--- src/rtl/rx_pkt_gate.sv ---
// RX packet gate: buffers fixed-length modem packets in a ping-pong store and
// forwards only those whose CRC verdict is good, with ok/drop/truncation stats.
module rx_pkt_gate #(
  parameter int unsigned PKT_LEN = 64,
  parameter int unsigned CNT_W   = 16
) (
  input  logic             clk_hh,
  input  logic             aresetn,
  input  logic [7:0]       s_axis_tdata,
  input  logic             s_axis_tvalid,
  input  logic             s_axis_tuser,
  output logic             s_axis_tready,
  input  logic             sts_valid,
  input  logic             sts_err,
  output logic [7:0]       m_axis_tdata,
  output logic             m_axis_tvalid,
  output logic             m_axis_tlast,
  input  logic             m_axis_tready,
  output logic [CNT_W-1:0] pkt_ok_cnt,
  output logic [CNT_W-1:0] pkt_drop_cnt,
  output logic [CNT_W-1:0] pkt_trunc_cnt
);

  localparam int unsigned IW = (PKT_LEN > 1) ? $clog2(PKT_LEN) : 1;
  localparam logic [IW-1:0] LAST_IDX = IW'(PKT_LEN - 1);

  typedef enum logic [1:0] {
    HUNT     = 2'd0,
    FILL     = 2'd1,
    WAIT_STS = 2'd2
  } wr_state_e;

  logic [7:0] mem [2][PKT_LEN];

  wr_state_e         state_q, state_d;
  logic [IW-1:0]     wr_cnt_q, wr_cnt_d;
  logic              wr_bank_q, wr_bank_d;
  logic              rd_bank_q, rd_bank_d;
  logic              fetch_bank_q, fetch_bank_d;
  logic [IW-1:0]     rd_idx_q, rd_idx_d;
  logic [1:0]        full_q, full_d;
  logic              tready_d;
  logic              tvalid_d, tlast_d;
  logic [7:0]        tdata_d;
  logic [CNT_W-1:0]  ok_d, drop_d, trunc_d;
  logic              s_hs, commit, wr_en;
  logic [IW-1:0]     wr_idx;

  // Bank storage; no reset, the bank flags alone say what is valid
  always_ff @(posedge clk_hh) begin
    if (wr_en) mem[wr_bank_q][wr_idx] <= s_axis_tdata;
  end

  always_ff @(posedge clk_hh) begin
    if (!aresetn) begin
      state_q       <= HUNT;
      wr_cnt_q      <= '0;
      wr_bank_q     <= 1'b0;
      rd_bank_q     <= 1'b0;
      fetch_bank_q  <= 1'b0;
      rd_idx_q      <= '0;
      full_q        <= '0;
      s_axis_tready <= 1'b0;
      m_axis_tvalid <= 1'b0;
      m_axis_tlast  <= 1'b0;
      m_axis_tdata  <= '0;
      pkt_ok_cnt    <= '0;
      pkt_drop_cnt  <= '0;
      pkt_trunc_cnt <= '0;
    end else begin
      state_q       <= state_d;
      wr_cnt_q      <= wr_cnt_d;
      wr_bank_q     <= wr_bank_d;
      rd_bank_q     <= rd_bank_d;
      fetch_bank_q  <= fetch_bank_d;
      rd_idx_q      <= rd_idx_d;
      full_q        <= full_d;
      s_axis_tready <= tready_d;
      m_axis_tvalid <= tvalid_d;
      m_axis_tlast  <= tlast_d;
      m_axis_tdata  <= tdata_d;
      pkt_ok_cnt    <= ok_d;
      pkt_drop_cnt  <= drop_d;
      pkt_trunc_cnt <= trunc_d;
    end
  end

  always_comb begin
    state_d      = state_q;
    wr_cnt_d     = wr_cnt_q;
    wr_bank_d    = wr_bank_q;
    rd_bank_d    = rd_bank_q;
    fetch_bank_d = fetch_bank_q;
    rd_idx_d     = rd_idx_q;
    full_d       = full_q;
    tvalid_d     = m_axis_tvalid;
    tlast_d      = m_axis_tlast;
    tdata_d      = m_axis_tdata;
    ok_d         = pkt_ok_cnt;
    drop_d       = pkt_drop_cnt;
    trunc_d      = pkt_trunc_cnt;
    wr_en        = 1'b0;
    wr_idx       = '0;
    commit       = 1'b0;
    s_hs         = s_axis_tvalid & s_axis_tready;

    // Write side: hunt for SOP, fill the bank, then wait for the CRC verdict
    case (state_q)
      HUNT: begin
        if (s_hs && s_axis_tuser) begin
          wr_en    = 1'b1;
          wr_cnt_d = IW'(1);
          state_d  = FILL;
        end
      end
      FILL: begin
        if (s_hs) begin
          wr_en = 1'b1;
          if (s_axis_tuser) begin
            wr_cnt_d = IW'(1);
            trunc_d  = pkt_trunc_cnt + CNT_W'(1);
          end else begin
            wr_idx = wr_cnt_q;
            if (wr_cnt_q == LAST_IDX) begin
              wr_cnt_d = '0;
              state_d  = WAIT_STS;
            end else begin
              wr_cnt_d = wr_cnt_q + IW'(1);
            end
          end
        end
      end
      WAIT_STS: begin
        if (sts_valid) begin
          state_d = HUNT;
          if (sts_err) begin
            drop_d = pkt_drop_cnt + CNT_W'(1);
          end else begin
            commit    = 1'b1;
            wr_bank_d = ~wr_bank_q;
            ok_d      = pkt_ok_cnt + CNT_W'(1);
          end
        end
      end
      default: state_d = HUNT;
    endcase

    // Free on the tlast handshake first so a same-cycle commit wins
    if (m_axis_tvalid && m_axis_tready && m_axis_tlast) begin
      full_d[rd_bank_q] = 1'b0;
      rd_bank_d         = ~rd_bank_q;
    end
    if (commit) full_d[wr_bank_q] = 1'b1;

    // Read side: fetch pointer runs at most one byte ahead of the output register
    if (!m_axis_tvalid || m_axis_tready) begin
      if (full_q[fetch_bank_q]) begin
        tvalid_d = 1'b1;
        tdata_d  = mem[fetch_bank_q][rd_idx_q];
        tlast_d  = (rd_idx_q == LAST_IDX);
        if (rd_idx_q == LAST_IDX) begin
          rd_idx_d     = '0;
          fetch_bank_d = ~fetch_bank_q;
        end else begin
          rd_idx_d = rd_idx_q + IW'(1);
        end
      end else begin
        tvalid_d = 1'b0;
        tlast_d  = 1'b0;
      end
    end

    tready_d = (state_d == FILL) || ((state_d == HUNT) && !full_d[wr_bank_d]);
  end

endmodule

--- config.mk ---
export PLATFORM = sky130hd
export DESIGN_NAME = rx_pkt_gate
export DESIGN_NICKNAME = d
export VERILOG_FILES = /design/src/rtl/rx_pkt_gate.sv
export SDC_FILE = /design/constraint.sdc
export NUM_CORES = 1
export LEC_CHECK = 0
export ABC_AREA = 1
export CORE_ASPECT_RATIO = 1.1
export CORE_MARGIN = 3
export CORE_UTILIZATION = 35
export CTS_CLUSTER_SIZE = 40
export DETAILED_ROUTE_END_ITERATION = 12
export PLACE_DENSITY = 0.57
export SETUP_SLACK_MARGIN = 0.02
export SYNTH_ARGS = -nofsm -noshare
export SYNTH_HDL_FRONTEND = slang
export SYNTH_SLANG_ARGS = --single-unit
export TNS_END_PERCENT = 100
--- constraint.sdc ---
create_clock -name clk_hh -period 6.56 [get_ports clk_hh]
set_clock_uncertainty 0.15 [all_clocks]
set_input_delay 1.312 -clock clk_hh [delete_from_list [all_inputs] [get_ports clk_hh]]
set_output_delay 1.312 -clock clk_hh [all_outputs]
set_load 0.03 [all_outputs]
==> impl_metrics.json, run 1 <==
{
  "slew_viol_final": 0,
  "routed_wl_um": 130000,
  "drtIter0Drc": 3074,
  "synth_mux_area_share_pct": 0,
  "hold_ws_ps": 301,
  "status": "complete, no violations",
  "avgSynthCellArea_sq_um": 10.4,
  "yosys_warnings": 0,
  "clock_latency_ps": 690,
  "fin_tns_setup_ps": 0,
  "cp_data_arrival_time_ps": 4600,
  "clk_pin_slew_worst_paths_ps": 60,
  "cts_hold_buf": 0,
  "grt_pass1_vias": 31000,
  "rows": 140,
  "drc": 0,
  "dieArea_sq_um": 138000,
  "area_growth_pct": 13.2,
  "nets": 4534,
  "cts_tree": "yes",
  "grt_max_degree": 205,
  "synth_compound_area_share_pct": 4.26,
  "ys_ff_latch": 1103,
  "vdd_drop_max_mv": 0.218,
  "p_per_area_nw_per_um2": 275,
  "cts_setup_buffers": 0,
  "synth_adder_area_share_pct": 0.134,
  "die_h_um": 390,
  "die_x_um": 355,
  "yosysSeqAreaShare_pct": 69.0,
  "syn-instance-count": 4506,
  "maxSlewHeadroom_pct": 19.8,
  "antenna_cells": 0,
  "clk_path_buf_depth": 3,
  "avgRoutedWirePerCell_um": 20.3,
  "netlist-cell-type-count": 39,
  "period_share_pct": 67.9,
  "required_ps": 6710,
  "crit_type": "in2reg",
  "synth_nets": 4526,
  "cp-start-kind": "input pin",
  "p_leak_nw": 19.7,
  "fin_crit_ps": 4450,
  "io-pin-count": 74,
  "place.detailed.hpwl_um": 76200,
  "layout-drive-gt1-share_pct": 6.10,
  "cts_resized": 0,
  "synth-simple-area-share_pct": 20.7,
  "viasPerCell": 4.95,
  "drv_cap": 0,
  "fin_cells": 6382,
  "finalHoldViolCount": 0,
  "cts_buffers": 111,
  "synth_xor_area_share_pct": 0.0935,
  "dr.pass1.iters": 6,
  "rsz0062_at_grt": "no",
  "htree_levels": 3,
  "grt-ovfl-total": 0,
  "tightest_slew_ps": 1200,
  "syn_area_sq_um": 46800,
  "grt_pass1_wl_um": 194000,
  "clk_root_buffer_cell": "clkbuf_16",
  "routabilityCongestion": 0.892,
  "fmax_mhz": 225,
  "antenna_found_initial": 2,
  "placed_cells": 6176,
  "numClockSinks": 1103,
  "min_path_type": "reg2reg",
  "path_max_fanout": 12,
  "port_buffers": 73,
  "finalSetupViolations": 0,
  "finalPower_mw": 14.6,
  "critPathCaptureType": "flop",
  "core-area_sq_um": 133000,
  "initial_core_util_pct": 35.3,
  "track_usage_pct": 18.4,
  "vias": 31600,
  "synth_top_family_by_area": "simple AND/OR/NAND/NOR gates",
  "ant_nets": 0
}
## critical path: stages
cell and delay, ps:
clkdlybuf4s50_1 450, nand2_1 230, nor2_2 220, nand3_1 90, inv_1 90, nor2_1 110
inv_1 300, nand3_1 640, nor3_1 1130
## report_power, final
part	leakage [nW]	internal, mW	total [mW]	switching, mW
Sequential	9.84	7.68	7.68	0.00187
Combinational	7.96	0.0249	0.207	0.182
Clock	1.87	3.98	6.69	2.71
Total	19.7	11.7	14.6	2.90
## cell usage after synthesis
| master | number | share of area (%) |
|---|---|---|
| nand3b_4 | 1 | 0.043 |
| nor2_2 | 8 | 0.11 |
| nand3_2 | 3 | 0.064 |
| o211ai_1 | 31 | 0.50 |
| and3_1 | 9 | 0.12 |
| inv_1 | 395 | 3.2 |
| nor3b_1 | 5 | 0.080 |
| nor2_4 | 1 | 0.024 |
| nor3_1 | 47 | 0.50 |
| o21ba_2 | 1 | 0.021 |
| nor2_1 | 547 | 4.4 |
| a211oi_1 | 2 | 0.032 |
| edfxtp_1 | 1024 | 66 |
| xor2_1 | 4 | 0.075 |
| o21a_1 | 5 | 0.080 |
| a31o_2 | 1 | 0.019 |
| nor3b_2 | 2 | 0.053 |
| clkinv_1 | 3 | 0.024 |
| nor3_2 | 2 | 0.043 |
| nand2_1 | 1304 | 10 |
| nand3_1 | 437 | 4.7 |
| ha_1 | 5 | 0.13 |
| xnor2_1 | 1 | 0.019 |
| buf_1 | 17 | 0.14 |
| buf_4 | 26 | 0.42 |
| o21bai_1 | 1 | 0.016 |
| nand2_2 | 2 | 0.027 |
| dfxtp_1 | 79 | 3.4 |
| o22ai_1 | 1 | 0.013 |
| clkbuf_1 | 82 | 0.66 |
| a21oi_1 | 93 | 0.99 |
| buf_2 | 101 | 1.1 |
| buf_6 | 10 | 0.24 |
| or2_2 | 1 | 0.013 |
| o21ai_0 | 179 | 1.9 |
| nand4_1 | 9 | 0.12 |
| inv_2 | 5 | 0.040 |
| o21ai_1 | 59 | 0.63 |
| a31oi_1 | 3 | 0.040 |
## sequential cells by signal, indices dropped and copies added (netlist names), named ones only
register / cells
mem: 1024
pkt_drop_cnt: 16
pkt_ok_cnt: 16
pkt_trunc_cnt: 16
m_axis_tdata: 8
rd_idx_q: 6
wr_cnt_q: 6
full_q: 2
state_q: 2
fetch_bank_q: 1
m_axis_tlast: 1
m_axis_tvalid: 1
rd_bank_q: 1
s_axis_tready: 1
wr_bank_q: 1
## cell families after synthesis
| logic type | count (synthesis) |
|---|---|
| flip-flops | 1103 |
| XOR/XNOR | 5 |
| AO/OA/AOI/OAI | 376 |
| AND/OR/NAND/NOR | 2378 |
| adder cells (fa/ha/maj) | 5 |
| buffers and inverters | 639 |
## layout make-up
| class | count | area [sq um] |
|---|---|---|
| Sequential cell | 1103 | 32300 |
| Inverter | 403 | 1530 |
| Timing Repair Buffer | 131 | 1220 |
| Fill cell | 12800 | 79600 |
| Tap cell | 1775 | 2220 |
| Clock inverter | 69 | 847 |
| Clock buffer | 137 | 3020 |
| Multi-Input combinational cell | 2764 | 11800 |
## metal layers
layer / global-route usage, % / vias to the layer above / share of wire [%]
met5: 0 / - / 0.0085
met4: 5.35 / 2 / 2.7
met3: 2.88 / 200 / 7.0
met2: 30.4 / 1018 / 47
met1: 25.3 / 15300 / 43
li1: - / 15000 / -
## through the flow
| stage | utilization, % | cell area [sq um] | setup slack (ps) |
|---|---|---|---|
| global route | 40.0 | 53000 | 1920 |
| finish | 40.0 | 53000 | 2110 |
| floorplan | - | 46800 | 3050 |
| global placement | 37.0 | 49100 | 1500 |
| CTS | 40.0 | 53000 | 2200 |
| detailed placement | 37.0 | 49100 | 1460 |
## worst paths after layout
| kind | start | to | slack, ps | cells past startpoint |
|---|---|---|---|---|
| setup / recovery | s_axis_tvalid | mem[1][422] | 2110 | 9 |
| hold reg to reg | pkt_drop_cnt[15] | pkt_drop_cnt[15] | 300 | 1 |
| setup reg to reg | rd_idx_q[0] | m_axis_tdata[7] | 2390 | 10 |
| hold / removal | pkt_drop_cnt[15] | pkt_drop_cnt[15] | 300 | 1 |
## cells in the final DEF (no fill, tap or decap), drive strengths merged, types with 2 or more instances in the layout
| cell type | synthesis | layout |
|---|---|---|
| edfxtp | 1024 | 1024 |
| nor2 | 556 | 556 |
| buf | 154 | 66 |
| bufinv | 0 | 18 |
| o211ai | 31 | 31 |
| nor3 | 49 | 49 |
| a21oi | 93 | 93 |
| inv | 400 | 404 |
| clkbuf | 82 | 137 |
| a31oi | 3 | 3 |
| clkinvlp | 0 | 11 |
| and3 | 9 | 9 |
| nand4 | 9 | 9 |
| o21ai | 238 | 238 |
| nor3b | 7 | 7 |
| clkinv | 3 | 39 |
| a211oi | 2 | 2 |
| nand2 | 1306 | 1306 |
| ha | 5 | 5 |
| xor2 | 4 | 4 |
| clkdlybuf4s50 | 0 | 65 |
| o21a | 5 | 5 |
| nand3 | 440 | 440 |
| dfxtp | 79 | 79 |
Power figures use the tool's default switching activity.
==> run 2: changes to the inputs <==
--- a/config.mk
+++ b/config.mk
@@ -11,7 +11,7 @@
 export CORE_UTILIZATION = 35
 export CTS_CLUSTER_SIZE = 40
 export DETAILED_ROUTE_END_ITERATION = 12
-export PLACE_DENSITY = 0.57
+export PLACE_DENSITY = 0.58
 export SETUP_SLACK_MARGIN = 0.02
 export SYNTH_ARGS = -nofsm -noshare
 export SYNTH_HDL_FRONTEND = slang
==> constraint.sdc (replaced) <==
create_clock -name clk_hh -period 4.01 [get_ports clk_hh]
set_clock_uncertainty 0.15 [all_clocks]
set_input_delay 0.802 -clock clk_hh [delete_from_list [all_inputs] [get_ports clk_hh]]
set_output_delay 0.802 -clock clk_hh [all_outputs]
set_load 0.03 [all_outputs]
==> impl_metrics.json, run 2 (synthesized netlist as in run 1, its figures left out) <==
{
  "status": "complete, no violations",
  "track_usage_pct": 18.1,
  "post-place-ws_ps": 345,
  "finalSetupViolations": 0,
  "grt_max_degree": 143,
  "finalHoldViolCount": 0,
  "seq_power_share_pct": 54.6,
  "routabilityCongestion": 0.906,
  "antenna_cells": 0,
  "p_leak_nw": 20.5,
  "vias": 31900,
  "worst_hold_startpoint": "pkt_drop_cnt[15]",
  "path_cells": "clkdlybuf4s50_1 -> nand2_1 -> nor2_1 -> inv_2 -> nor3_1 -> or2_2 -> nor2_1 -> inv_1 -> nor2_1 -> buf_4 -> nand2_1 -> nor2_1 -> buf_4",
  "fin_cells": 6537,
  "die_h_um": 390,
  "final_common_cell": "nand2_1",
  "period_share_pct": 74.7,
  "routed_wl_um": 127000,
  "viasPerCell": 4.88,
  "cts_tree": "yes",
  "r2r_slack_ps": 1080,
  "r2r_end": "m_axis_tdata[4]",
  "core-area_sq_um": 133000,
  "p_comb_share_pct": 1.5,
  "crit_top_cell": "nor2_1",
  "path_delay_family": "simple AND/OR/NAND/NOR gates",
  "rows": 140,
  "reg2reg_depth": 13,
  "tightest_slew_ps": 955,
  "largest_reg_flops": 1024,
  "antenna_found_initial": 2,
  "clk_pin_slew_worst_paths_ps": 60,
  "fin_tns_setup_ps": 0,
  "port_buffers": 73,
  "fmax_mhz": 334,
  "cts_buffers": 110,
  "drv_cap": 0,
  "cp-start-kind": "input pin",
  "p_per_area_nw_per_um2": 426,
  "ant_nets": 0,
  "cp.buffers_inverters": 5,
  "crit_type": "in2reg",
  "dieArea_sq_um": 138000,
  "clock_latency_ps": 730,
  "io-pin-count": 74,
  "path_max_fanout": 8,
  "top_register": "mem",
  "cp_data_arrival_time_ps": 3250,
  "drc": 0,
  "post-route-cell-area_sq_um": 54100,
  "rsz0062_at_grt": "no",
  "max_stage_delay_ps": 430,
  "place_area_sq_um": 50600,
  "final_cell_mix": "nand2_1 (1,304), edfxtp_1 (1,024), nor2_1 (546)",
  "clk_path_buf_depth": 3,
  "vdd_drop_max_mv": 0.333,
  "area_growth_pct": 15.5,
  "grt_pass1_wl_um": 191000,
  "cts_hold_buf": 0,
  "dr.pass1.iters": 6,
  "maxSlewHeadroom_pct": 36.1,
  "grt-ovfl-total": 0,
  "drtIter0Drc": 2891,
  "switching_share_pct": 20.1,
  "numClockSinks": 1103,
  "htree_levels": 3,
  "hold_end": "pkt_drop_cnt[15]",
  "cp_slowest_cell": "clkdlybuf4s50_1",
  "p_int_mw": 18.4,
  "cts_resized": 0,
  "nets": 4688,
  "layout-drive-gt1-share_pct": 8.82,
  "hold_ws_ps": 303,
  "avgRoutedWirePerCell_um": 19.4,
  "initial_core_util_pct": 35.3,
  "required_ps": 4260,
  "fin_ws_ps": 1020,
  "grt_pass1_vias": 31500,
  "cts_setup_buffers": 0,
  "clk_root_buffer_cell": "clkbuf_16",
  "p_clk_share_pct": 43.9,
  "min_path_type": "reg2reg",
  "fin_crit_ps": 2990,
  "placed_cells": 6331,
  "die_x_um": 355,
  "critPathCaptureType": "flop",
  "place.detailed.hpwl_um": 78800,
  "slew_viol_final": 0,
  "hold_depth": 1,
  "p_sw_mw": 4.62
}
==> run 2: per-stage QoR <==
step,power [mW],utilization [%]
after floorplan,12.9,-
final,23.0,40.8
after global routing,23.7,40.8
after global placement,13.2,38.1
after detailed placement,13.2,38.1
after CTS,23.2,40.8
==> run 2: worst max path at each step <==
stage,startpoint,to,slack [ps],cells after the start
detailed placement,s_axis_tvalid,mem[0][61],340,13
CTS,pkt_ok_cnt[8],pkt_ok_cnt[8],1090,1
global route,s_axis_tvalid,mem[0][61],870,13
floorplan,s_axis_tvalid,mem[0][456],1010,10
finish,s_axis_tvalid,mem[0][61],1020,13
global placement,s_axis_tvalid,mem[0][60],330,13
==> run 2: area by class of cell <==
| type | instances | area [sq um] |
|---|---|---|
| Timing Repair Buffer | 286 | 2660 |
| Tap cell | 1775 | 2220 |
| Clock buffer | 138 | 2910 |
| Inverter | 403 | 1530 |
| Clock inverter | 68 | 617 |
| Multi-Input combinational cell | 2764 | 11800 |
| Sequential cell | 1103 | 32300 |
| Fill cell | 12700 | 78500 |
==> run 2: power by group through the flow <==
| stage | sequential (mW) | combinational (mW) | clock, mW |
|---|---|---|---|
| after floorplan | 12.8 | 0.0443 | 0 |
| after global placement | 12.8 | 0.366 | 0 |
| after detailed placement | 12.8 | 0.365 | 0 |
| after CTS | 12.6 | 0.364 | 10.3 |
| after global routing | 12.6 | 0.381 | 10.8 |
| final | 12.6 | 0.357 | 10.1 |
==> run 2: routing by layer <==
layer,vias up,global-route usage (%),routed length (um)
met1,15300,24.4,54400
met5,-,0,13
met3,201,3.05,9020
li1,15300,-,-
met2,1070,29.7,59800
met4,2,6.29,3820
